===== src/rtl/countdown_timer.sv =====
// countdown_timer: MM:SS BCD countdown with load/start/stop control.
// state   | meaning
// IDLE    | preset loaded or after reset, waiting for start_resume
// RUN     | counting down on each enable
// PAUSE   | counting halted by stop, digits held
// EXPIRED | reached 00:00, digits held until load or reset
module countdown_timer #(
  parameter bit TICK_EN_DEFAULT = 1'b1
) (
  input  logic       clk,
  input  logic       reset,
  input  logic       tick,
  input  logic       load,
  input  logic [3:0] load_mt,
  input  logic [3:0] load_mo,
  input  logic [3:0] load_st,
  input  logic [3:0] load_so,
  input  logic       start_resume,
  input  logic       stop,
  output logic [3:0] mt,
  output logic [3:0] mo,
  output logic [3:0] st,
  output logic [3:0] so,
  output logic       running,
  output logic       done,
  output logic       expired
);

  typedef enum logic [1:0] {
    IDLE    = 2'd0,
    RUN     = 2'd1,
    PAUSE   = 2'd2,
    EXPIRED = 2'd3
  } state_t;

  state_t     state_q, state_d;
  logic [3:0] mt_q, mo_q, st_q, so_q;
  logic [3:0] mt_d, mo_d, st_d, so_d;
  logic       done_q, done_d;
  logic       dec_en;
  logic       is_zero;
  logic [3:0] dmt, dmo, dst, dso;

  assign dec_en  = TICK_EN_DEFAULT ? tick : 1'b1;
  assign is_zero = (mt_q == 4'd0) && (mo_q == 4'd0) && (st_q == 4'd0) && (so_q == 4'd0);

  // State, digit and done registers with synchronous reset
  always_ff @(posedge clk) begin
    if (reset) begin
      state_q <= IDLE;
      mt_q    <= 4'd0;
      mo_q    <= 4'd0;
      st_q    <= 4'd0;
      so_q    <= 4'd0;
      done_q  <= 1'b0;
    end else begin
      state_q <= state_d;
      mt_q    <= mt_d;
      mo_q    <= mo_d;
      st_q    <= st_d;
      so_q    <= so_d;
      done_q  <= done_d;
    end
  end

  // One-step BCD decrement with borrow chain; only used when digits are nonzero
  always_comb begin
    dmt = mt_q;
    dmo = mo_q;
    dst = st_q;
    dso = so_q;
    if (so_q != 4'd0) begin
      dso = so_q - 4'd1;
    end else begin
      dso = 4'd9;
      if (st_q != 4'd0) begin
        dst = st_q - 4'd1;
      end else begin
        dst = 4'd5;
        if (mo_q != 4'd0) begin
          dmo = mo_q - 4'd1;
        end else begin
          dmo = 4'd9;
          dmt = mt_q - 4'd1;
        end
      end
    end
  end

  // Next-state and next-digit logic in priority order load > stop > start > decrement
  always_comb begin
    state_d = state_q;
    mt_d    = mt_q;
    mo_d    = mo_q;
    st_d    = st_q;
    so_d    = so_q;
    done_d  = 1'b0;
    if (load) begin
      state_d = IDLE;
      mt_d    = (load_mt > 4'd9) ? 4'd9 : load_mt;
      mo_d    = (load_mo > 4'd9) ? 4'd9 : load_mo;
      st_d    = (load_st > 4'd5) ? 4'd5 : load_st;
      so_d    = (load_so > 4'd9) ? 4'd9 : load_so;
    end else begin
      case (state_q)
        IDLE, PAUSE: begin
          if (!stop && start_resume && !is_zero) state_d = RUN;
        end
        RUN: begin
          if (stop) begin
            state_d = PAUSE;
          end else if (dec_en && !is_zero) begin
            mt_d = dmt;
            mo_d = dmo;
            st_d = dst;
            so_d = dso;
            if ((dmt == 4'd0) && (dmo == 4'd0) && (dst == 4'd0) && (dso == 4'd0)) begin
              state_d = EXPIRED;
              done_d  = 1'b1;
            end
          end
        end
        default: state_d = state_q;
      endcase
    end
  end

  // Outputs decoded purely from registers
  always_comb begin
    mt      = mt_q;
    mo      = mo_q;
    st      = st_q;
    so      = so_q;
    running = (state_q == RUN);
    expired = (state_q == EXPIRED);
    done    = done_q;
  end

endmodule


===== config.mk =====
export PLATFORM = sky130hd
export DESIGN_NAME = countdown_timer
export DESIGN_NICKNAME = d
export VERILOG_FILES = /design/src/rtl/countdown_timer.sv
export SDC_FILE = /design/constraint.sdc
export NUM_CORES = 1
export LEC_CHECK = 0
export ABC_AREA = 1
export CORE_AREA = 8 8 61 63
export DETAILED_ROUTE_END_ITERATION = 7
export DIE_AREA = 0 0 69 71
export PLACE_DENSITY = 0.89
export SYNTH_ARGS = -nofsm -noshare
export SYNTH_HDL_FRONTEND = slang
export SYNTH_SLANG_ARGS = --single-unit

===== constraint.sdc =====
create_clock -name clk -period 3.3 [get_ports clk]
set_input_delay 0.495 -clock clk [delete_from_list [all_inputs] [get_ports clk]]
set_output_delay 0.495 -clock clk [all_outputs]
set_load 0.005 [all_outputs]

=== Word level (Yosys, flattened, before mapping) ===
Index checks and enable logic that the tools add are counted.

* Register bits after elaboration: 19
* Input port bits: 22

* Reduce and logical (&&, ||, !) cells: 31
* Equality and inequality tests: 7
* Magnitude comparators: 4
* Mux-type cells: 35
* $add $sub $neg: 4
* Bitwise gates (word level): 2

{| class="wikitable"
|+ Operator list
! cell !! count
|-
| $mux W4 || 29
|-
| $logic_not A4 Y1 || 8
|-
| $sub A4 B1 Y4 const B || 4
|-
| $gt A4 B4 Y1 const B || 3
|-
| $reduce_bool A4 Y1 || 3
|-
| $logic_and A1 B1 Y1 || 9
|-
| $mux W2 || 4
|-
| $ne A3 B2 Y1 const B || 2
|-
| $reduce_bool A2 Y1 || 3
|-
| $reduce_or A5 Y1 || 1
|-
| $eq A2 B2 Y1 const B || 2
|-
| $gt A4 B3 Y1 const B || 1
|-
| $ne A2 B2 Y1 const B || 2
|-
| $pmux W2 S2 || 1
|-
| $reduce_and A4 Y1 || 1
|-
| $reduce_or A2 Y1 || 2
|-
| $reduce_and A3 Y1 || 1
|-
| $eq A2 B1 Y1 const B || 1
|-
| $logic_not A1 Y1 || 2
|-
| $logic_not A2 Y1 || 1
|-
| $not A1 Y1 || 2
|-
| $mux W1 || 1
|}

=== Depth between registers and ports, before layout ===
* Depth after elaboration: 12
* Gate-level depth with buffers: 13

=== Least setup slack after synthesis ===
OpenSTA, ideal clock, no wires.

* Path type: flip-flop to flip-flop
* Start point: register so_q[0] (netlist: so[0])
* End point: register state_q[1]
* Arrival: 1.492 ns
* Data required time: 3.186 ns
* Path buffers: 1
* Slack: 1.694 ns
* Setup time: 0.114 ns
* Stages on the path, launching flop included: 14
* Cell sequence: dfxtp_1 > nor2_4 > nand2_4 > nor2_4 > buf_6 > nor2_2 > nor2_2 > nand3_2 > nor2_2 > nand4_1 > nand2_1 > nand2_1 > nand2_1 > a21oi_2

* Cells in the longest elaborated chain, start to end: 8

{| class="wikitable"
|+ Ends and longest elaborated chain
! what !! RTL line !! source
|-
| from (decl) || 37 || <nowiki>logic [3:0] mt_q, mo_q, st_q, so_q;</nowiki>
|-
| from (signal assigned) || 54 || <nowiki>so_q <= 4'd0;</nowiki>
|-
| from (signal assigned) || 61 || <nowiki>so_q <= so_d;</nowiki>
|-
| parallel branches: the longest is 7 deep, another holds $sub A4 B1 Y4 || -- ||
|-
| $reduce_and A4 Y1 (no line) * || -- ||
|-
| to (signal assigned) || 57 || <nowiki>state_q <= state_d;</nowiki>
|-
| to (decl) || 36 || <nowiki>state_t state_q, state_d;</nowiki>
|}

Every way passes the cells marked *.
A chain may end at the register's enable or synchronous reset.

=== Final worst setup path ===
* Start point: register st_q[0] (netlist: st[0])
* End point: register state_q[1]

* Cells in the longest elaborated chain, start to end: 9

{| class="wikitable"
|+ Ends and longest elaborated chain
! what !! RTL line !! source
|-
| from (decl) || 37 ||
|-
| from (signal assigned) || 60 || <nowiki>st_q <= st_d;</nowiki>
|-
| parallel branches: the longest is 8 deep, another holds $sub A4 B1 Y4 || -- ||
|-
| $reduce_and A4 Y1 (no line) * || -- ||
|}

Marked as above.

==> results_dict.tcl <==
set metrics [dict create \
    ff2ff_setup_slack_ps 1120 \
    ctsResizeCount 0 \
    drtIter0Drc 114 \
    drt-pass1-iter-count 4 \
    synth_seq_cells 19 \
    worstPathArrival_ps 2370 \
    fin_crit_sh_pct 65.9 \
    cp.buffers_inverters 0 \
    portBuffers 40 \
    synth.distinct_cells 28 \
    ys_top_cells_by_area "dfxtp_1 (28%), nand2_1 (14%), inv_1 (7.3%), nand3_1 (6.7%), o21ai_0 (5.2%)" \
    tightest_slew_ps 440 \
    cp_common_cell "nand2_1" \
    gr-total-overflow 0 \
    die_h_um 71 \
    grt_pass1_wl_um 6670 \
    yosysMostFrequentCell "nand2_1" \
    worstSetupPathType "flip-flop to flip-flop" \
    crit_required_ps 3500 \
    fill_cells 277 \
    initial_utilization_pct 46.9 \
    endpoint "state_q[1]$_SDFFE_PP0P_" \
    vias_per_cell 5.49 \
    cp_slowest_cell "dfxtp_1" \
    power.total_mw 0.593 \
    r2r_end "state_q[1]$_SDFFE_PP0P_" \
    status "finished clean" \
    root_buffer "clkbuf_4" \
    whs_ps 515 \
    track_usage_pct 15.5 \
    worst-r2r-cell-count 12 \
    cp.depth 12 \
    num_rows 20 \
    clk_pin_slew_ps 110 \
    drv_cap 0 \
    io_pins 41 \
    postCtsHoldBufs 0 \
    path_cells "nor2_1 > nand2_2 > nor2_4 > nand2_1 > nand2_1 > o21ai_0 > nor3_2 > nand4_1 > nand2_1 > nand2_1 > nand2_1 > a21oi_2" \
    setup_ws_ps 1120 \
    leakagePower_nw 0.740 \
    grt_setup_unrepaired "no" \
    wire_per_inst_um 13.9 \
    vias 1537 \
    synthFlopType "dfxtp_1" \
    h-tree-depth 1 \
    startpoint_type "flip-flop" \
    post-dp-hpwl_um 3060 \
    worstPathMaxFanout 11 \
    cts_tree "done" \
    synth-edff-count 0 \
    clk_latency_ps 300 \
    cts_setup_buffers 0 \
    numCtsBuffers 3 \
    diodes 0 \
    routed_wl_um 3900 \
    p_per_area_nw_per_um2 334 \
    grt_max_degree 19 \
    crit_family "simple AND/OR/NAND/NOR gates" \
    grt_pass1_vias 1479 \
    ys_warn_count 0 \
    finalNetCount 272 \
    cts_buffer_depth 2 \
    async_reset_ff_share_pct 0 \
    cts.sinks 19 \
    rr_startpoint "st[0]$_SDFFE_PP0P_" \
    hold_path_class "flip-flop to flip-flop" \
    syn_inst 208 \
    antenna_found_initial 0 \
    endpoint_kind "flip-flop" \
    startpoint "st[0]$_SDFFE_PP0P_" \
    hold_violations 0 \
    period_minus_slack_ps 2180 \
    synth.avg_cell_area_um2 6.44 \
    fin_skew_ps 8.88 \
    max_slew_margin_pct 70.6 \
    synth_common_cells "nand2_1 (51), inv_1 (26), dfxtp_1 (19), nand3_1 (18)" \
    setup_viol 0 \
    finalSetupTns_ps 0 \
    coreArea_um2 2850 \
    synth_nets 232 \
    yosys.area.top_type_share_pct 28.4 \
    netlist_area_um2 1340 \
    chipWidth_um 69 \
    maxSlewViolCount 0 \
    post-place-ws_ps 1160 \
    gp_routability_congestion 0.849 \
    drc 0 \
    yosysSeqAreaShare_pct 28.4 \
    drive_gt1_share_pct 10.1 \
    ir_drop_mv 0.222 \
    die-area_um2 4900 \
    final_antenna_net_count 0 \
    fmax_mhz 459 \
    fin_util_pct 62.3 \
    synth_top_area_cell "dfxtp_1" \
    slowest_delay_ps 400 \
    syn_to_final_growth_pct 32.8 \
]
## how the worst min path moves through the flow
stage                                 start                       to  cells past startpoint  slack (ps)
floorplan           state_q[1]$_SDFFE_PP0P_  state_q[1]$_SDFFE_PP0P_                      2         470
global placement    state_q[1]$_SDFFE_PP0P_  state_q[1]$_SDFFE_PP0P_                      2         490
detailed placement  state_q[1]$_SDFFE_PP0P_  state_q[1]$_SDFFE_PP0P_                      2         500
CTS                 state_q[1]$_SDFFE_PP0P_  state_q[1]$_SDFFE_PP0P_                      2         510
global route        state_q[1]$_SDFFE_PP0P_  state_q[1]$_SDFFE_PP0P_                      2         550
finish              state_q[1]$_SDFFE_PP0P_  state_q[1]$_SDFFE_PP0P_                      2         510
## state kept, by name (all words and copies together), names as in the netlist
| signal | flops |
|---|---|
| so | 4 |
| state_q | 2 |
| done | 1 |
| mo | 4 |
| mt | 4 |
| st | 4 |
## area by class of cell
| type | count | area [um2] | share of cell area [%] |
|---|---|---|---|
| well taps | 33 | 41.3 | 2.32 |
| multi-input cells | 155 | 816 | 45.9 |
| repair buffers | 41 | 408 | 22.9 |
| clock buffers | 3 | 22.5 | 1.27 |
| inverters | 28 | 105 | 5.91 |
| clock inverters | 1 | 5.00 | 0.281 |
| flip-flops and latches | 19 | 380 | 21.4 |
## cell usage in the layout, fill, tap and decap left out, drive strengths merged, types with 2 or more instances in the layout
master,n
nand2,58
clkdlybuf4s50,40
inv,28
nor2,22
dfxtp,19
nand3,19
o21ai,14
a31oi,9
a21oi,9
nor3,7
nand4,6
clkbuf,3
o211ai,2
a211oi,2
ha,2
## worst register-to-register path, cell delays in order, from the launching register on
cell and delay, ps:
dfxtp_1 400, nor2_1 250, nand2_2 140, nor2_4 260, nand2_1 160, nand2_1 80
o21ai_0 140, nor3_2 240, nand4_1 140, nand2_1 100, nand2_1 50, nand2_1 60
a21oi_2 50
## through the flow
| stage | instance area [um2] | std cells |
|---|---|---|
| after floorplan | 1340 | 208 |
| after CTS | 1780 | 280 |
| after global placement | 1750 | 276 |
| after detailed placement | 1750 | 276 |
| after global routing | 1780 | 280 |
| final | 1780 | 280 |
## cell families after synthesis
group	count (synthesis)	synth area share, %
buffers and inverters	34	10.7
and+or+nand+nor	114	41.9
adders and majority gates	2	1.87
DFF	19	28.4
AOI/OAI and AO/OA	39	17.2
## layer usage
layer  global-route usage (%)  routed length [um]
met1                     19.8                1760
met2                     25.8                1850
met3                     2.80                 247
met4                     4.78                  36
met5                        0                   0
## report_power, final
part           total [mW]  leakage [nW]  internal [mW]  switching, mW
logic               0.212         0.566         0.0941          0.118
clock network       0.118        0.0177         0.0451         0.0731
registers           0.263         0.156          0.242         0.0205
total               0.593         0.740          0.382          0.211
Note: power is estimated with default switching activity, not from simulation.
